$ cat src/rtl/cpu_ctrl_sequencer_pkg.sv
// Shared definitions for the multicycle control sequencer.
//   - instr_type class encodings delivered by the IR decode logic
//   - sequencer state encodings (4-bit state register)
//   - bit ordering of the internal datapath enable vector
package cpu_ctrl_sequencer_pkg;

  // Instruction classes; any value above ITYPE_HALT is illegal.
  localparam int unsigned ITYPE_RTYPE  = 0;
  localparam int unsigned ITYPE_STORE  = 1;
  localparam int unsigned ITYPE_LOAD   = 2;
  localparam int unsigned ITYPE_JUMP   = 3;
  localparam int unsigned ITYPE_BRANCH = 4;
  localparam int unsigned ITYPE_JAL    = 5;
  localparam int unsigned ITYPE_HALT   = 6;

  // Encodings 13..15 are unreachable and recover to StFetch.
  typedef enum logic [3:0] {
    StFetch   = 4'd0,
    StDecode  = 4'd1,
    StExec    = 4'd2,
    StStWr    = 4'd3,
    StStHold  = 4'd4,
    StLdAddr  = 4'd5,
    StLdWait  = 4'd6,
    StLdWb    = 4'd7,
    StJump    = 4'd8,
    StBranch  = 4'd9,
    StJal     = 4'd10,
    StHalt    = 4'd11,
    StIllegal = 4'd12
  } state_e;

  // Enable vector bit positions.
  localparam int unsigned EnPc      = 0;
  localparam int unsigned EnIr      = 1;
  localparam int unsigned EnR       = 2;
  localparam int unsigned EnAluBus  = 3;
  localparam int unsigned EnRegRead = 4;
  localparam int unsigned EnWrtBrm  = 5;
  localparam int unsigned EnFlags   = 6;
  localparam int unsigned EnLink    = 7;
  localparam int unsigned EnW       = 8;

  typedef logic [EnW-1:0] en_vec_t;

endpackage

$ cat src/rtl/cpu_ctrl_sequencer_if.sv
// Control bus between IR decode / datapath and the sequencer.
//   master : IR decode side, drives instr_type/stall/resume, observes enables
//   slave  : sequencer, consumes instr_type/stall/resume, drives enables and status
interface cpu_ctrl_sequencer_if #(
  parameter int unsigned ITYPE_W = 3
);
  logic [ITYPE_W-1:0] instr_type;
  logic               stall;
  logic               resume;
  logic               PC_enable;
  logic               IR_enable;
  logic               R_enable;
  logic               ALU_Bus_enable;
  logic               reg_read;
  logic               WrtBrm_en;
  logic               Flags_Enable;
  logic               link_en;
  logic               halted;
  logic               illegal;
  logic               busy;

  modport master (
    output instr_type, stall, resume,
    input  PC_enable, IR_enable, R_enable, ALU_Bus_enable, reg_read, WrtBrm_en,
    input  Flags_Enable, link_en, halted, illegal, busy
  );

  modport slave (
    input  instr_type, stall, resume,
    output PC_enable, IR_enable, R_enable, ALU_Bus_enable, reg_read, WrtBrm_en,
    output Flags_Enable, link_en, halted, illegal, busy
  );
endinterface

$ cat src/rtl/ctrl_wait_counter.sv
// Load/decrement wait counter shared by the LOAD and STORE paths.
//   clk, reset : clock, async active-high reset (count -> 0)
//   load       : load load_val (has priority over dec)
//   dec        : decrement, saturating at zero
//   zero       : count is 0
//   last       : count is 1, i.e. this is the final wait cycle
module ctrl_wait_counter #(
  parameter int unsigned WAIT_W = 4
) (
  input  logic              clk,
  input  logic              reset,
  input  logic              load,
  input  logic [WAIT_W-1:0] load_val,
  input  logic              dec,
  output logic              zero,
  output logic              last
);
  logic [WAIT_W-1:0] count_q, count_d;

  always_comb begin
    count_d = count_q;
    if (load) begin
      count_d = load_val;
    end else if (dec && (count_q != '0)) begin
      count_d = count_q - WAIT_W'(1);
    end
  end

  always_ff @(posedge clk or posedge reset) begin
    if (reset) begin
      count_q <= '0;
    end else begin
      count_q <= count_d;
    end
  end

  assign zero = (count_q == '0);
  assign last = (count_q == WAIT_W'(1));
endmodule

$ cat src/rtl/cpu_ctrl_sequencer.sv
// Multicycle control sequencer for the 16-bit CPU.
//   clk   : system clock, all state changes on the rising edge
//   reset : async active-high reset; also forces every output low combinationally
//   bus   : slave side of cpu_ctrl_sequencer_if
//           in : instr_type, stall, resume
//           out: PC_enable, IR_enable, R_enable, ALU_Bus_enable, reg_read, WrtBrm_en,
//                Flags_Enable, link_en, halted, illegal, busy
module cpu_ctrl_sequencer
  import cpu_ctrl_sequencer_pkg::*;
#(
  parameter int unsigned ITYPE_W    = 3,
  parameter int unsigned LOAD_WAIT  = 1,
  parameter int unsigned STORE_HOLD = 1,
  parameter int unsigned WAIT_W     = 4
) (
  input logic                 clk,
  input logic                 reset,
  cpu_ctrl_sequencer_if.slave bus
);
  state_e            state_q, state_d;
  logic [ITYPE_W-1:0] itype;
  int unsigned       itype_int;
  logic              cnt_load, cnt_dec, cnt_zero, cnt_last;
  logic [WAIT_W-1:0] cnt_load_val;
  en_vec_t           en;
  logic              halted, illegal, busy;

  assign itype     = bus.instr_type;
  assign itype_int = 32'(itype);

  ctrl_wait_counter #(
    .WAIT_W (WAIT_W)
  ) u_wait_counter (
    .clk      (clk),
    .reset    (reset),
    .load     (cnt_load),
    .load_val (cnt_load_val),
    .dec      (cnt_dec),
    .zero     (cnt_zero),
    .last     (cnt_last)
  );

  always_ff @(posedge clk or posedge reset) begin
    if (reset) begin
      state_q <= StFetch;
    end else begin
      state_q <= state_d;
    end
  end

  always_comb begin
    state_d      = state_q;
    cnt_load     = 1'b0;
    cnt_load_val = '0;
    cnt_dec      = 1'b0;
    case (state_q)
      StFetch: begin
        if (!bus.stall) state_d = StDecode;
      end
      StDecode: begin
        case (itype_int)
          ITYPE_RTYPE:  state_d = StExec;
          ITYPE_STORE:  state_d = StStWr;
          ITYPE_LOAD:   state_d = StLdAddr;
          ITYPE_JUMP:   state_d = StJump;
          ITYPE_BRANCH: state_d = StBranch;
          ITYPE_JAL:    state_d = StJal;
          ITYPE_HALT:   state_d = StHalt;
          default:      state_d = StIllegal;
        endcase
      end
      StExec: state_d = StFetch;
      StStWr: begin
        cnt_load     = 1'b1;
        cnt_load_val = WAIT_W'(STORE_HOLD);
        state_d      = (STORE_HOLD > 0) ? StStHold : StFetch;
      end
      StStHold: begin
        cnt_dec = 1'b1;
        // Leave on the cycle the counter steps to zero.
        if (cnt_last || cnt_zero) state_d = StFetch;
      end
      StLdAddr: begin
        cnt_load     = 1'b1;
        cnt_load_val = WAIT_W'(LOAD_WAIT);
        state_d      = (LOAD_WAIT > 0) ? StLdWait : StLdWb;
      end
      StLdWait: begin
        cnt_dec = 1'b1;
        if (cnt_last || cnt_zero) state_d = StLdWb;
      end
      StLdWb, StJump, StBranch, StJal: state_d = StFetch;
      StHalt, StIllegal: begin
        if (bus.resume) state_d = StFetch;
      end
      default: state_d = StFetch;
    endcase
  end

  always_comb begin
    en      = '0;
    halted  = 1'b0;
    illegal = 1'b0;
    busy    = 1'b0;
    if (!reset) begin
      busy = !(state_q inside {StFetch, StHalt, StIllegal});
      case (state_q)
        StFetch: begin
          en[EnIr]     = !bus.stall;
          en[EnAluBus] = 1'b1;
        end
        StDecode: begin
          en[EnAluBus] = 1'b1;
          // PC stays put for JAL (link needs old PC), HALT and illegal codes.
          en[EnPc]     = (itype_int < ITYPE_JAL);
        end
        StExec: begin
          en[EnR]      = 1'b1;
          en[EnAluBus] = 1'b1;
          en[EnFlags]  = 1'b1;
        end
        StStWr: begin
          en[EnRegRead] = 1'b1;
          en[EnWrtBrm]  = 1'b1;
        end
        StStHold:           en[EnAluBus]  = 1'b1;
        StLdAddr, StLdWait: en[EnRegRead] = 1'b1;
        StLdWb:             en[EnR]       = 1'b1;
        StJump, StBranch:   en[EnAluBus]  = 1'b1;
        StJal: begin
          en[EnR]       = 1'b1;
          en[EnRegRead] = 1'b1;
          en[EnLink]    = 1'b1;
        end
        StHalt: halted = 1'b1;
        StIllegal: begin
          halted  = 1'b1;
          illegal = 1'b1;
        end
        default: ;
      endcase
    end
  end

  assign bus.PC_enable      = en[EnPc];
  assign bus.IR_enable      = en[EnIr];
  assign bus.R_enable       = en[EnR];
  assign bus.ALU_Bus_enable = en[EnAluBus];
  assign bus.reg_read       = en[EnRegRead];
  assign bus.WrtBrm_en      = en[EnWrtBrm];
  assign bus.Flags_Enable   = en[EnFlags];
  assign bus.link_en        = en[EnLink];
  assign bus.halted         = halted;
  assign bus.illegal        = illegal;
  assign bus.busy           = busy;
endmodule

$ cat src/flat_wrapper.sv
// flat-port wrapper written by rule: the top's interface ports become plain ports
module cpu_ctrl_sequencer_flat import cpu_ctrl_sequencer_pkg::*;
#(
  parameter int unsigned ITYPE_W    = 3,
  parameter int unsigned LOAD_WAIT  = 1,
  parameter int unsigned STORE_HOLD = 1,
  parameter int unsigned WAIT_W     = 4
)
  (clk, reset, bus_instr_type, bus_stall, bus_resume, bus_PC_enable, bus_IR_enable, bus_R_enable, bus_ALU_Bus_enable, bus_reg_read, bus_WrtBrm_en, bus_Flags_Enable, bus_link_en, bus_halted, bus_illegal, bus_busy);
  cpu_ctrl_sequencer_if #(.ITYPE_W(ITYPE_W)) bus_i ();
  input logic clk;
  input logic reset;
  input wire logic [$bits(bus_i.instr_type)-1:0] bus_instr_type;
  input wire logic [$bits(bus_i.stall)-1:0] bus_stall;
  input wire logic [$bits(bus_i.resume)-1:0] bus_resume;
  output wire logic [$bits(bus_i.PC_enable)-1:0] bus_PC_enable;
  output wire logic [$bits(bus_i.IR_enable)-1:0] bus_IR_enable;
  output wire logic [$bits(bus_i.R_enable)-1:0] bus_R_enable;
  output wire logic [$bits(bus_i.ALU_Bus_enable)-1:0] bus_ALU_Bus_enable;
  output wire logic [$bits(bus_i.reg_read)-1:0] bus_reg_read;
  output wire logic [$bits(bus_i.WrtBrm_en)-1:0] bus_WrtBrm_en;
  output wire logic [$bits(bus_i.Flags_Enable)-1:0] bus_Flags_Enable;
  output wire logic [$bits(bus_i.link_en)-1:0] bus_link_en;
  output wire logic [$bits(bus_i.halted)-1:0] bus_halted;
  output wire logic [$bits(bus_i.illegal)-1:0] bus_illegal;
  output wire logic [$bits(bus_i.busy)-1:0] bus_busy;
  assign bus_i.instr_type = bus_instr_type;
  assign bus_i.stall = bus_stall;
  assign bus_i.resume = bus_resume;
  assign bus_PC_enable = bus_i.PC_enable;
  assign bus_IR_enable = bus_i.IR_enable;
  assign bus_R_enable = bus_i.R_enable;
  assign bus_ALU_Bus_enable = bus_i.ALU_Bus_enable;
  assign bus_reg_read = bus_i.reg_read;
  assign bus_WrtBrm_en = bus_i.WrtBrm_en;
  assign bus_Flags_Enable = bus_i.Flags_Enable;
  assign bus_link_en = bus_i.link_en;
  assign bus_halted = bus_i.halted;
  assign bus_illegal = bus_i.illegal;
  assign bus_busy = bus_i.busy;
  cpu_ctrl_sequencer #(.ITYPE_W(ITYPE_W), .LOAD_WAIT(LOAD_WAIT), .STORE_HOLD(STORE_HOLD), .WAIT_W(WAIT_W)) u_core (.clk(clk), .reset(reset), .bus(bus_i));
endmodule
$ cat config.mk
export PLATFORM = sky130hd
export DESIGN_NAME = cpu_ctrl_sequencer_flat
export DESIGN_NICKNAME = d
export VERILOG_FILES = /design/src/rtl/cpu_ctrl_sequencer_pkg.sv /design/src/rtl/cpu_ctrl_sequencer_if.sv /design/src/rtl/ctrl_wait_counter.sv /design/src/rtl/cpu_ctrl_sequencer.sv /design/src/flat_wrapper.sv
export SDC_FILE = /design/constraint.sdc
export NUM_CORES = 1
export LEC_CHECK = 0
export BUFFER_PORTS_ARGS = -buffer_cell sky130_fd_sc_hd__buf_4
export CAP_MARGIN = 10
export CORE_MARGIN = 4
export CORE_UTILIZATION = 52
export CTS_CLUSTER_DIAMETER = 200
export DETAILED_ROUTE_END_ITERATION = 7
export GPL_TIMING_DRIVEN = 0
export PLACE_DENSITY = 0.76
export SYNTH_ARGS = -nofsm -noshare
export SYNTH_HDL_FRONTEND = slang
export SYNTH_HIERARCHICAL = 1
export SYNTH_SLANG_ARGS = --single-unit
$ cat constraint.sdc
create_clock -name clk -period 2.2 [get_ports clk]
set_clock_uncertainty 0.15 [all_clocks]
set_input_delay 0.22 -clock clk [delete_from_list [all_inputs] [get_ports clk]]
set_output_delay 0.22 -clock clk [all_outputs]
set_load 0.02 [all_outputs]
After elaboration in Yosys (flattened, before gate mapping)

Cells that the tools add are included.
W data, S select, Z words.

Flip-flop bits (word level): 8
Input port bits: 7
Output and inout port bits: 11
Logic and storage cells: 69

Add/subtract/negate cells: 1
$lt $le $gt $ge: 1
Eq/ne operators: 23
Multiplexer cells: 25
Reductions and logical operators: 17

Operators by type and width:

| kind                  | number |
|---|---|
| $pmux W4 S7           | 2 |
| $logic_not A32 Y1     | 1 |
| $mux W4               | 6 |
| $eq A4 B4 Y1 const B  | 5 |
| $eq A4 B3 Y1 const B  | 4 |
| $mux W1               | 16 |
| $eq A3 B3 Y1 const B  | 3 |
| $eq A4 B1 Y1 const B  | 2 |
| $eq A4 B2 Y1 const B  | 2 |
| $logic_not A4 Y1      | 2 |
| $mux W8               | 1 |
| $eq A3 B2 Y1 const B  | 2 |
| $ne A2 B1 Y1 const B  | 3 |
| $reduce_or A2 Y1      | 3 |
| $reduce_or A6 Y1      | 1 |
| $reduce_and A4 Y1     | 1 |
| $reduce_bool A4 Y1    | 1 |
| $reduce_or A4 Y1      | 1 |
| $sub A4 B1 Y4 const B | 1 |
| $eq A3 B1 Y1 const B  | 1 |
| $lt A3 B3 Y1 const B  | 1 |
| $reduce_bool A3 Y1    | 1 |
| $reduce_or A3 Y1      | 1 |
| $logic_not A1 Y1      | 2 |
| other kinds (4)       | 4 |

Logic depth before layout (Yosys ltp)

Depth after elaboration: 6
Mapped depth: 8
Depth with buffers taken out: 8

Cells and area by module

The synthesis kept the hierarchy.

By module, submodules not included:

| module             | times used | cells an instance | area an instance (um^2) | sequential area each (um^2) |
|---|---|---|---|---|
| cpu_ctrl_sequencer | 1          | 77                | 518.0                   | 100.1 |
| ctrl_wait_counter  | 1          | 31                | 274.0                   | 100.1 |

Worst setup path after synthesis

No wires, ideal clock.

Path type: register to output
From: register u_core.state_q[0]
To: output port bus_halted
Arrival time: 1.570 ns
Required time: 1.830 ns
Slack: 0.260 ns
Stages on the path, launching flop included: 5
Buffers on the path: 1
Cells stage by stage: dfrtp_1 -> buf_6 -> or3b_1 -> and2_1 -> nor3b_1

Cells in the longest elaborated chain, start to end: 4
Elaborated cells between the ends (all ways): 5
Classes of those cells: eq/ne (2); mux (2); reduce/logical (1)

RTL lines:

| element                      | line                      | RTL |
|---|---|---|
| start, declared              | cpu_ctrl_sequencer.sv:20  | `state_e state_q, state_d;` |
| start signal, assigned       | cpu_ctrl_sequencer.sv:45  | `state_q <= StFetch;` |
| start signal, assigned       | cpu_ctrl_sequencer.sv:47  | `state_q <= state_d;` |
| $eq A4 B4 Y1                 | cpu_ctrl_sequencer.sv:107 | `case (state_q)` |
| $reduce_or A2 Y1 (no line) * | n/a                       |  |
| $mux W1 *                    | cpu_ctrl_sequencer.sv:107 |  |
| $mux W1 *                    | cpu_ctrl_sequencer.sv:105 | `if (!reset) begin` |
| end, declared                | flat_wrapper.sv:24        | `output wire logic [$bits(bus_i.halted)-1:0] bus_halted;` |

Every way passes the cells marked *; elsewhere a longest branch is shown, timed or not.

Final worst setup path

Ends and elaborated chain as after synthesis.

==> flow_summary.yaml <==
outcome:
  status: "finished, final reports clean"
pwr:
  ir_drop_uv: 656
  power_mw: 1.13
  power_density_nw_per_um2: 1150
  leakage_nw: 0.448
worst_setup_path:
  rrSetupSlack_ns: 0.17
  worstPathCellList: "buf_6, or3b_1, and2_1, nor3b_1, buf_4"
  end_kind: "output pin"
  critical_path_class: "reg2out"
  timing.critical_path.required_ns: 1.83
  cp_max_fo: 8
  critPathLaunchType: "flip-flop"
  critPathMaxStageDelay_ns: 0.40
  crit_slowest_cell: "or3b_1"
  crit_arrival_ns: 1.71
timing:
  tns_ns: 0
  fin_crit_ns: 2.08
  rsz0062_at_grt: "false"
  setup_viol: 0
  period_share_pct: 94.7
  fmaxAchievable_mhz: 480
  drv_slew: 0
  hold_slack_ns: 0.124
  finalHoldViolations: 0
synthesis:
  synth_edf_count: 0
  synth_cell_type_count: 43
  ys_seq_area_share_pct: 25.3
  async_flop_share_pct: 100
  syn-instance-count: 108
  yosys_most_used_dff: "dfrtp_1"
  synth_common_cells: "nand2_1, nor2_1, dfrtp_1"
  synth_top_area_cell: "dfrtp_1"
  avgSynthCellArea_um2: 7.33
  synth.area.top_cells: "dfrtp_1, nand2_1, nor2_1"
  yosys_warnings: 6
  yosysTopAreaCellShare_pct: 25.3
  synth-seq-cells: 8
  syn-cell-area_um2: 792
  yosysMostFrequentCell: "nand2_1"
drt:
  vias: 813
  via_per_inst: 5.57
  drt-initial-drc-count: 14
  drt_wl_total_um: 1900
  drc: 0
  first_pass_iters: 4
  ant_nets: 0
  post_drt_wl_per_cell_um: 13.0
cells_and_area:
  syn_to_final_growth_pct: 23.9
  multi_input_area_um2: 546
  fillers: 122
  finish.instance_area_um2: 981
  layout.nets: 142
  antenna_cells: 0
  drive_gt1_share_pct: 23.7
  fin_util_pct: 71.8
  regArea_um2: 200
grt:
  grt_pass1_vias: 703
  antenna_found_initial: 0
  grt_pass1_wl_um: 3080
  grt_usage_pct: 19.6
  grt-ovfl-total: 0
  grt_start_max_net_pins: 11
run:
  cap_violations: 0
die:
  die-height_um: 47.0
  start_util_pct: 58.0
  row_count: 13
  die_area_um2: 2210
  dieWidth_um: 47.0
  core_area_um2: 1370
  ios: 18
clocking:
  cts_inserted_buffers: 3
  root_buffer: "clkbuf_4"
  postCtsSetupBuffers: 0
  clk_pin_slew_ns: 0.06
  clock_sinks: 8
  clockBufferDepth: 2
  clkLatencyLatePin_ns: 0.26
  cts_max_level: 1
  cts_tree: "done"
placed_design:
  post_dp_cell_area_um2: 946
  dpl.hpwl_um: 1450
  port_buffers: 17
  place.gp.congestion: 0.885
hold_path:
  worstHoldPathType: "in2reg"
==> final cells by class <==
type,count,share of cell area [%]
Multi-Input combinational cell,90,55.6
Sequential cell,8,20.4
Timing Repair Buffer,18,14.0
Buffer,5,3.06
Inverter,7,2.68
Clock buffer,3,2.30
Tap cell,15,1.91
==> cell families after synthesis <==
group	count (synthesis)	share of synthesized area [%]
other cells	1	0.473
flops	8	25.3
buf+inv	12	7.11
xor+xnor	5	5.53
fa+ha+maj	2	3.16
simple gates	55	38.2
compound gates	25	20.2
==> sequential cells by signal, indices dropped and copies added (netlist names) <==
name                           flops
u_core/state_q                     4
u_core/u_wait_counter/count_q      4
==> per-layer routing <==
layer	global-route usage, %	routed length [um]	vias up
met4	1.66	3	0
met2	32.8	876	20
met5	0	0	-
met1	26.0	912	372
met3	5.75	106	2
li1	-	-	419
==> what timing repair did <==
action,CTS,global route
endpoints found under the setup margin,0,3
endpoints found under the hold margin,8,0
resized for setup,0,1
hold buffers,1,0
==> cells in the final DEF, fill, tap and decap left out, drive strengths merged, types with 2 or more instances in the layout <==
cell	n
a21oi	8
and2	2
buf	21
clkbuf	4
conb	3
dfrtp	8
ha	2
inv	6
nand2	14
nand2b	3
nand3	2
nor2	13
nor2b	3
nor3	2
nor3b	4
nor4	2
o21ai	7
or3b	2
xnor2	3
xor2	2
==> path summary, 6_finish.rpt <==
| check | start | endpoint | cells after the start |
|---|---|---|---|
| min in group asynchronous | reset | u_core/u_wait_counter/count_q[3] | 3 |
| worst min register to register | u_core/u_wait_counter/count_q[1] | u_core/u_wait_counter/count_q[1] | 2 |
| worst max-delay path | u_core/state_q[0] | bus_halted | 5 |
| worst min-delay path | bus_instr_type[1] | u_core/state_q[2] | 3 |
| worst max register to register | u_core/u_wait_counter/count_q[0] | u_core/state_q[1] | 8 |
| max in group asynchronous | reset | u_core/state_q[0] | 3 |
==> where the power goes <==
part	switching (mW)	leakage [nW]	internal, mW	total (mW)
logic	0.417	0.332	0.312	0.729
clock network	0.0520	0.0138	0.0626	0.115
registers	0.0712	0.101	0.213	0.285
total	0.540	0.448	0.588	1.13
==> per-stage QoR <==
| stage | setup slack (ns) | cells |
|---|---|---|
| final | 0.116 | 146 |
| after global routing | 0.00526 | 146 |
| after CTS | 0.112 | 146 |
| after detailed placement | 0.174 | 142 |
| after global placement | 0.221 | 142 |
| after floorplan | 0.260 | 110 |
==> worst max-delay path: cells and delay by family, from the launching register on <==
| family | cells | cell delay [ns] |
|---|---|---|
| buf+inv | 2 | 0.30 |
| flops | 1 | 0.37 |
| simple gates | 3 | 0.80 |
No activity file was read; power rests on OpenSTA's default activity.
